===== config.mk =====
export PLATFORM = sky130hd
export DESIGN_NAME = fp_mul_arbiter_flat
export DESIGN_NICKNAME = d
export VERILOG_FILES = /design/src/rtl/fp_mul_arbiter_pkg.sv /design/src/rtl/fp_mul_arbiter_if.sv /design/src/rtl/fp_mul_arbiter_tag_fifo.sv /design/src/rtl/fp_mul_arbiter.sv /design/src/flat_wrapper.sv
export SDC_FILE = /design/constraint.sdc
export NUM_CORES = 1
export LEC_CHECK = 0
export BUFFER_PORTS_ARGS = -buffer_cell sky130_fd_sc_hd__buf_4
export CAP_MARGIN = 0
export CORE_AREA = 2 2 158 160
export CTS_CLUSTER_DIAMETER = 80
export CTS_CLUSTER_SIZE = 24
export DETAILED_ROUTE_END_ITERATION = 16
export DIE_AREA = 0 0 160 162
export PLACE_DENSITY_LB_ADDON = 0.08
export SLEW_MARGIN = 25
export SYNTH_ARGS = -nofsm -noshare
export SYNTH_HDL_FRONTEND = slang
export SYNTH_HIERARCHICAL = 1
export SYNTH_SLANG_ARGS = --single-unit

===== constraint.sdc =====
create_clock -name clk_in -period 4.21 [get_ports clk_in]
set_input_delay 0.6315 -clock clk_in [delete_from_list [all_inputs] [get_ports clk_in]]
set_output_delay 0.6315 -clock clk_in [all_outputs]
set_load 0.01 [all_outputs]

===== src/rtl/fp_mul_arbiter_pkg.sv =====
// Shared float32 scheduling types and constants for the multiplier arbiter.
package fp_sched_pkg;

  localparam int unsigned FP_W = 32;

  typedef logic [FP_W-1:0] fp32_t;

  localparam fp32_t FP_ONE  = 32'h3f800000;
  localparam fp32_t FP_ZERO = 32'h00000000;

  // DRAIN flushes stale IP results after reset; RUN is normal operation.
  typedef enum logic {DRAIN, RUN} arb_state_t;

endpackage


===== src/rtl/fp_mul_arbiter_if.sv =====
// Requester-side bus of the shared float32 multiplier.
//   req_valid_in  : per-requester request valid
//   req_a_in/b_in : per-requester float32 operands
//   req_ready_out : one-hot grant (handshake = valid & ready)
//   res_valid_out : one-hot single-cycle result strobe
//   res_data_out  : shared float32 product bus
// master = requester side, slave = arbiter side.
interface fp_mul_arbiter_if
  import fp_sched_pkg::*;
#(
  parameter int unsigned N_REQ = 4
) ();

  logic  [N_REQ-1:0] req_valid_in;
  fp32_t [N_REQ-1:0] req_a_in;
  fp32_t [N_REQ-1:0] req_b_in;
  logic  [N_REQ-1:0] req_ready_out;
  logic  [N_REQ-1:0] res_valid_out;
  fp32_t             res_data_out;

  modport master (
    output req_valid_in, req_a_in, req_b_in,
    input  req_ready_out, res_valid_out, res_data_out
  );

  modport slave (
    input  req_valid_in, req_a_in, req_b_in,
    output req_ready_out, res_valid_out, res_data_out
  );

endinterface


===== src/rtl/fp_mul_arbiter_tag_fifo.sv =====
// Synchronous tag FIFO tracking the requester id of each in-flight multiply.
//   clk_in/rst_in : clock, synchronous active-high reset
//   push/din      : write request and data
//   pop/dout      : read request and head-of-queue data (show-ahead)
//   full/empty    : occupancy flags
// Push and pop together are honoured when full; a pop while empty is ignored.
// DEPTH must be a power of 2 so the pointers wrap naturally.
module tag_fifo #(
  parameter int unsigned WIDTH = 2,
  parameter int unsigned DEPTH = 8
) (
  input  logic             clk_in,
  input  logic             rst_in,
  input  logic             push,
  input  logic [WIDTH-1:0] din,
  input  logic             pop,
  output logic [WIDTH-1:0] dout,
  output logic             full,
  output logic             empty
);

  localparam int unsigned AW = (DEPTH > 1) ? $clog2(DEPTH) : 1;

  logic [WIDTH-1:0] mem [DEPTH];
  logic [AW-1:0]    wr_ptr;
  logic [AW-1:0]    rd_ptr;
  logic [AW:0]      count;
  logic             do_push;
  logic             do_pop;

  assign empty   = (count == '0);
  assign full    = (count == (AW+1)'(DEPTH));
  assign do_pop  = pop & ~empty;
  assign do_push = push & (~full | do_pop);
  assign dout    = mem[rd_ptr];

  always_ff @(posedge clk_in) begin
    if (do_push) begin
      mem[wr_ptr] <= din;
    end
  end

  always_ff @(posedge clk_in) begin
    if (rst_in) begin
      wr_ptr <= '0;
      rd_ptr <= '0;
      count  <= '0;
    end else begin
      if (do_push) wr_ptr <= wr_ptr + AW'(1);
      if (do_pop)  rd_ptr <= rd_ptr + AW'(1);
      case ({do_push, do_pop})
        2'b10:   count <= count + (AW+1)'(1);
        2'b01:   count <= count - (AW+1)'(1);
        default: count <= count;
      endcase
    end
  end

endmodule


===== src/rtl/fp_mul_arbiter.sv =====
// Round-robin arbiter sharing one pipelined float32 multiplier IP among N_REQ
// requesters. Issued requester ids are queued in a tag FIFO so each result
// returning from the fixed-latency IP is routed back to its issuer. After
// reset, LATENCY+1 cycles of DRAIN discard stale results from the unreset IP.
//   clk_in, rst_in : clock, synchronous active-high reset
//   req_bus        : requester handshake and result bus (slave side)
//   mul_a/b_out    : operands to the IP
//   mul_valid_out  : operand valid to the IP
//   mul_res_in     : product from the IP
//   mul_valid_in   : product valid from the IP
//   busy_out       : draining or any operation outstanding
module fp_mul_arbiter
  import fp_sched_pkg::*;
#(
  parameter int unsigned N_REQ   = 4,
  parameter int unsigned LATENCY = 6,
  parameter int unsigned MAX_OUT = 8
) (
  input  logic             clk_in,
  input  logic             rst_in,
  fp_mul_arbiter_if.slave  req_bus,
  output fp32_t            mul_a_out,
  output fp32_t            mul_b_out,
  output logic             mul_valid_out,
  input  fp32_t            mul_res_in,
  input  logic             mul_valid_in,
  output logic             busy_out
);

  typedef logic [$clog2(N_REQ)-1:0] req_id_t;

  localparam int unsigned CNT_W      = $clog2(LATENCY + 2);
  localparam logic [CNT_W-1:0] DRAIN_LAST = CNT_W'(LATENCY);

  arb_state_t       state, state_nxt;
  logic [CNT_W-1:0] cnt, cnt_nxt;

  req_id_t          ptr;
  req_id_t          winner;
  logic             found;
  logic [N_REQ-1:0] grant;
  logic             push;
  logic             pop;
  logic             block;
  logic             proto_drop;
  logic [N_REQ-1:0] res_onehot;

  req_id_t          fifo_dout;
  logic             fifo_full;
  logic             fifo_empty;

  // ---------------- drain FSM ----------------
  always_ff @(posedge clk_in) begin
    if (rst_in) begin
      state <= DRAIN;
      cnt   <= '0;
    end else begin
      state <= state_nxt;
      cnt   <= cnt_nxt;
    end
  end

  always_comb begin
    state_nxt = state;
    cnt_nxt   = cnt;
    case (state)
      DRAIN: begin
        if (cnt == DRAIN_LAST) begin
          state_nxt = RUN;
          cnt_nxt   = '0;
        end else begin
          cnt_nxt = cnt + CNT_W'(1);
        end
      end
      RUN:     state_nxt = RUN;
      default: state_nxt = DRAIN;
    endcase
  end

  // ---------------- return path ----------------
  assign pop        = mul_valid_in & (state == RUN) & ~fifo_empty;
  assign proto_drop = mul_valid_in & (state == RUN) & fifo_empty;

  // A pop this cycle frees a slot, so a full FIFO can still accept a push.
  assign block = fifo_full & ~pop;

  // ---------------- round-robin arbiter ----------------
  always_comb begin
    int unsigned idx;
    req_id_t     cand;
    grant  = '0;
    winner = ptr;
    found  = 1'b0;
    idx    = 0;
    cand   = '0;
    if (state == RUN && !block) begin
      for (int unsigned k = 1; k <= N_REQ; k++) begin
        idx  = (32'(ptr) + k) % N_REQ;
        cand = req_id_t'(idx);
        if (!found && req_bus.req_valid_in[cand]) begin
          found  = 1'b1;
          winner = cand;
        end
      end
      if (found) grant[winner] = 1'b1;
    end
  end

  assign req_bus.req_ready_out = grant;
  assign push = found;

  always_comb begin
    res_onehot = '0;
    res_onehot[fifo_dout] = pop;
  end

  // ---------------- issue and result registers ----------------
  always_ff @(posedge clk_in) begin
    if (rst_in) begin
      mul_valid_out         <= 1'b0;
      mul_a_out             <= FP_ZERO;
      mul_b_out             <= FP_ZERO;
      ptr                   <= req_id_t'(N_REQ - 1);
      req_bus.res_valid_out <= '0;
      req_bus.res_data_out  <= FP_ZERO;
    end else begin
      mul_valid_out <= push;
      if (push) begin
        mul_a_out <= req_bus.req_a_in[winner];
        mul_b_out <= req_bus.req_b_in[winner];
        ptr       <= winner;
      end
      req_bus.res_valid_out <= res_onehot;
      if (pop) begin
        req_bus.res_data_out <= mul_res_in;
      end
    end
  end

  assign busy_out = (state == DRAIN) | ~fifo_empty | mul_valid_out;

  tag_fifo #(
    .WIDTH ($bits(req_id_t)),
    .DEPTH (MAX_OUT)
  ) u_fifo (
    .clk_in (clk_in),
    .rst_in (rst_in),
    .push   (push),
    .din    (winner),
    .pop    (pop),
    .dout   (fifo_dout),
    .full   (fifo_full),
    .empty  (fifo_empty)
  );

  // A result with no outstanding tag cannot be routed and is dropped.
  a_no_orphan_result: assert property (@(posedge clk_in) disable iff (rst_in) !proto_drop)
    else $warning("fp_mul_arbiter: multiplier result with no outstanding tag dropped");

endmodule


===== src/flat_wrapper.sv =====
// flat-port wrapper written by rule: the top's interface ports become plain ports
module fp_mul_arbiter_flat import fp_sched_pkg::*;
#(
  parameter int unsigned N_REQ   = 4,
  parameter int unsigned LATENCY = 6,
  parameter int unsigned MAX_OUT = 8
)
  (clk_in, rst_in, mul_a_out, mul_b_out, mul_valid_out, mul_res_in, mul_valid_in, busy_out, req_bus_req_valid_in, req_bus_req_a_in, req_bus_req_b_in, req_bus_req_ready_out, req_bus_res_valid_out, req_bus_res_data_out);
  fp_mul_arbiter_if #(.N_REQ(N_REQ)) req_bus_i ();
  input  logic clk_in;
  input  logic rst_in;
  output fp32_t mul_a_out;
  output fp32_t mul_b_out;
  output logic mul_valid_out;
  input  fp32_t mul_res_in;
  input  logic mul_valid_in;
  output logic busy_out;
  input wire logic [$bits(req_bus_i.req_valid_in)-1:0] req_bus_req_valid_in;
  input wire logic [$bits(req_bus_i.req_a_in)-1:0] req_bus_req_a_in;
  input wire logic [$bits(req_bus_i.req_b_in)-1:0] req_bus_req_b_in;
  output wire logic [$bits(req_bus_i.req_ready_out)-1:0] req_bus_req_ready_out;
  output wire logic [$bits(req_bus_i.res_valid_out)-1:0] req_bus_res_valid_out;
  output wire logic [$bits(req_bus_i.res_data_out)-1:0] req_bus_res_data_out;
  assign req_bus_i.req_valid_in = req_bus_req_valid_in;
  assign req_bus_i.req_a_in = req_bus_req_a_in;
  assign req_bus_i.req_b_in = req_bus_req_b_in;
  assign req_bus_req_ready_out = req_bus_i.req_ready_out;
  assign req_bus_res_valid_out = req_bus_i.res_valid_out;
  assign req_bus_res_data_out = req_bus_i.res_data_out;
  fp_mul_arbiter #(.N_REQ(N_REQ), .LATENCY(LATENCY), .MAX_OUT(MAX_OUT)) u_core (.clk_in(clk_in), .rst_in(rst_in), .req_bus(req_bus_i), .mul_a_out(mul_a_out), .mul_b_out(mul_b_out), .mul_valid_out(mul_valid_out), .mul_res_in(mul_res_in), .mul_valid_in(mul_valid_in), .busy_out(busy_out));
endmodule

==> impl_metrics.py <==
metrics = {
    "placed_design": {
        "port_buffers": 400,
        "place_inst": 1472,
        "gp_congestion": 0.842,
        "hpwlAfterDp_um": 19900,
    },
    "power": {
        "ir_drop_uv": 190,
        "p_leak_nw": 4.46,
        "finalPower_mw": 3.10,
        "power.density_mw_per_mm2": 292,
    },
    "cts": {
        "cts_root_buf": "clkbuf_16",
        "cts_max_level": 4,
        "cts_tree": "yes",
        "ctsResizeCount": 0,
        "clockBufferDepth": 2,
        "clkTransAtPathRegs_ns": 0.07,
        "clock_sinks": 136,
        "postCtsSetupRepairBufs": 0,
        "clk_latency_ns": 0.43,
        "postCtsHoldBufs": 0,
        "cts_made_buffers": 17,
    },
    "layout": {
        "area_growth_pct": 54.0,
        "nets": 1467,
        "layout-drive-gt1-share_pct": 43.1,
        "stdcell_count": 1505,
    },
    "synthesis": {
        "yosys_warnings": 6,
        "netlist_area_mm2": 0.00690,
        "synthTopCellsByArea": "dfxtp_1 35%, o211ai_2 7.4%, nand2_1 7.4%, edfxtp_1 7.0%, o21ai_1 5.9%",
        "avgSynthCellArea_um2": 8.55,
        "yosys.area.top_type_share_pct": 34.8,
        "yosysSeqAreaShare_pct": 41.8,
        "ys_types": 55,
        "synth_edf_count": 16,
        "syn_inst": 807,
        "yosysTopAreaCell": "dfxtp_1",
        "synthArstFlopShare_pct": 0,
        "synth_fp_nets": 1107,
        "synth-seq-cells": 136,
        "ys.flop_type": "dfxtp_1",
    },
    "die": {
        "ios": 401,
        "initial_core_util_pct": 28.6,
        "chipWidth_um": 160,
        "die_area_mm2": 0.0259,
        "die_y_um": 162,
        "core_area_mm2": 0.0241,
        "rows": 57,
    },
    "global_routing": {
        "grt_pass1_vias": 7427,
        "grt_pass1_wl_um": 42700,
        "antenna_found_initial": 1,
        "gr-total-overflow": 0,
        "grt_start_max_net_pins": 129,
        "track_usage_pct": 21.3,
    },
    "critical_path": {
        "worstSetupPathType": "reg2reg",
        "startpoint_type": "flop",
        "slowest_delay_ns": 0.60,
        "crit_chain": "or4b_4, inv_1, inv_1, o211ai_2, inv_2, o21ai_4, ha_1, nand2_1, mux2_2, o41ai_1, mux2_2",
        "cp_slowest_cell": "or4b_4",
        "crit_family": "compound AO/OA/AOI/OAI gates",
        "arrival_ns": 3.61,
        "end_kind": "flop",
        "worstPathMaxFanout": 9,
        "cp.required_ns": 4.52,
        "critPathBufInv": 3,
    },
    "sta": {
        "setup_viol": 0,
        "finalMaxSlewViolations": 0,
        "clock_skew_ns": 0.0125,
        "fmax_mhz": 303,
        "maxSlewHeadroom_pct": 41.3,
        "period_needed_ns": 3.30,
        "hold_violations": 0,
        "final.setup.tns_ns": 0,
        "grt_setup_unrepaired": "false",
        "post-route-period-util_pct": 78.4,
        "worstMarginPinSlew_ns": 0.881,
    },
    "detailed_routing": {
        "ant_nets": 0,
        "drc_errors": 0,
        "dr.pass1.iters": 4,
        "vias": 7401,
        "post_drt_wl_per_cell_um": 18.8,
        "drt_iter0_drc": 376,
        "drt-total-wl_um": 28400,
        "post_drt_via_cell_ratio": 4.92,
    },
    "outcome": {
        "status": "completed",
    },
    "flow_run": {
        "max-cap-violations": 0,
    },
    "min_path": {
        "hold_class": "in2reg",
    },
}
-- area by class of cell --
| type | instances | area [µm²] |
|---|---|---|
| diodes | 1 | 2.50 |
| clock inverters | 14 | 128 |
| clock buffers | 18 | 439 |
| multi-input cells | 594 | 3650 |
| fillers | 2481 | 13500 |
| inverters | 8 | 30.0 |
| repair buffers | 410 | 3090 |
| flip-flops and latches | 136 | 2880 |
| well taps | 324 | 405 |
-- metal layers --
| metal | global-route usage [%] | part of all wire, % |
|---|---|---|
| met1 | 25.0 | 39 |
| met2 | 36.1 | 50 |
| met3 | 7.15 | 8.2 |
| met4 | 8.03 | 3.0 |
| met5 | 0 | 0 |
-- synth_stat cells, types with 2 or more instances --
library cell,n
inv_1,6
o211ai_1,47
nand2_1,136
buf_4,3
mux4_2,4
a21oi_1,39
xnor2_1,2
buf_2,25
mux2i_1,3
or3_1,24
ha_1,5
nand3b_1,2
or2_2,2
o21ai_1,81
nor2_1,87
edfxtp_1,16
nor2b_1,2
dfxtp_1,120
nand2b_1,3
buf_1,3
o31a_1,42
buf_6,7
nor3_1,7
nor3_2,2
clkbuf_1,30
nor4_1,3
o21ai_0,29
inv_2,2
a31oi_1,2
o211ai_2,41
xor2_1,5
mux2_2,4
-- cells by family (layout without fill, tap and decap cells) --
family | Yosys count | in the layout | share of synthesized area [%]
AOI/OAI and AO/OA | 292 | 292 | 30.7
and+or+nand+nor | 279 | 279 | 17.7
DFF | 136 | 136 | 41.8
buffers and inverters | 77 | 450 | 5.59
muxes | 11 | 11 | 2.39
xor gates and xnor gates | 7 | 7 | 0.889
adders and majority gates | 5 | 5 | 0.907
other | 0 | 1 | 0
-- power breakdown --
group	switching [mW]	internal (mW)	total (mW)
combinational	0.115	0.200	0.315
clock	0.663	0.796	1.46
sequential	0.00694	1.32	1.32
total	0.785	2.31	3.10
-- placed cells by master, fill, tap and decap left out, types with 3 or more instances in the layout --
master / count
mux2i_1: 3
inv_1: 6
mux4_2: 4
a21oi_1: 39
buf_4: 409
o31a_1: 42
o21ai_0: 28
ha_1: 5
dfxtp_1: 120
clkbuf_16: 17
nand2b_1: 3
inv_6: 5
edfxtp_1: 16
inv_8: 3
nor3_1: 7
nand2_1: 136
o211ai_2: 41
o21ai_1: 82
nor2_1: 87
o211ai_1: 47
nor4_1: 3
or3_1: 24
mux2_2: 4
xor2_1: 5
-- worst paths after layout --
path,start,to,slack [ns],cells after the start
max,u_core/u_fifo/count[1],u_core/u_fifo/count[3],0.91,11
min,req_bus_req_a_in[58],u_core/mul_a_out[26],0.43,3
max reg2reg,u_core/u_fifo/count[1],u_core/u_fifo/count[3],0.91,11
min reg2reg,u_core/req_bus.res_data_out[0],u_core/req_bus.res_data_out[0],0.45,2
-- sequential cells by signal (all words and copies together), names as in the netlist, named ones only --
signal and flops:
u_core/cnt 3, u_core/u_fifo/rd_ptr 3, u_core/req_bus.res_data_out 32, u_core/mul_a_out 32, u_core/state 1, u_core/u_fifo/wr_ptr 3
u_core/mul_b_out 32, u_core/ptr 2, u_core/u_fifo/mem 16, u_core/req_bus.res_valid_out 4, u_core/mul_valid_out 1, u_core/u_fifo/count 4
-- worst register-to-register path: cells and delay by family, from the launching register on --
family	cells	cell delay [ns]
adders and majority gates	1	0.33
buffers and inverters	3	0.29
AOI/OAI and AO/OA	3	0.88
and+or+nand+nor	2	0.68
muxes	2	0.63
DFF	1	0.38
-- per-stage QoR --
| stage | setup slack, ns | hold WS (ns) | instance area, µm² | utilization (%) |
|---|---|---|---|---|
| floorplan | 1.08 | 0.481 | 6900 | - |
| global placement | 0.928 | 0.443 | 10100 | 41.7 |
| detailed placement | 0.872 | 0.449 | 10100 | 41.7 |
| CTS | 0.906 | 0.409 | 10600 | 44.1 |
| global route | 0.672 | 0.420 | 10600 | 44.1 |
| finish | 0.910 | 0.428 | 10600 | 44.1 |
(Power assumes the default switching activity.)
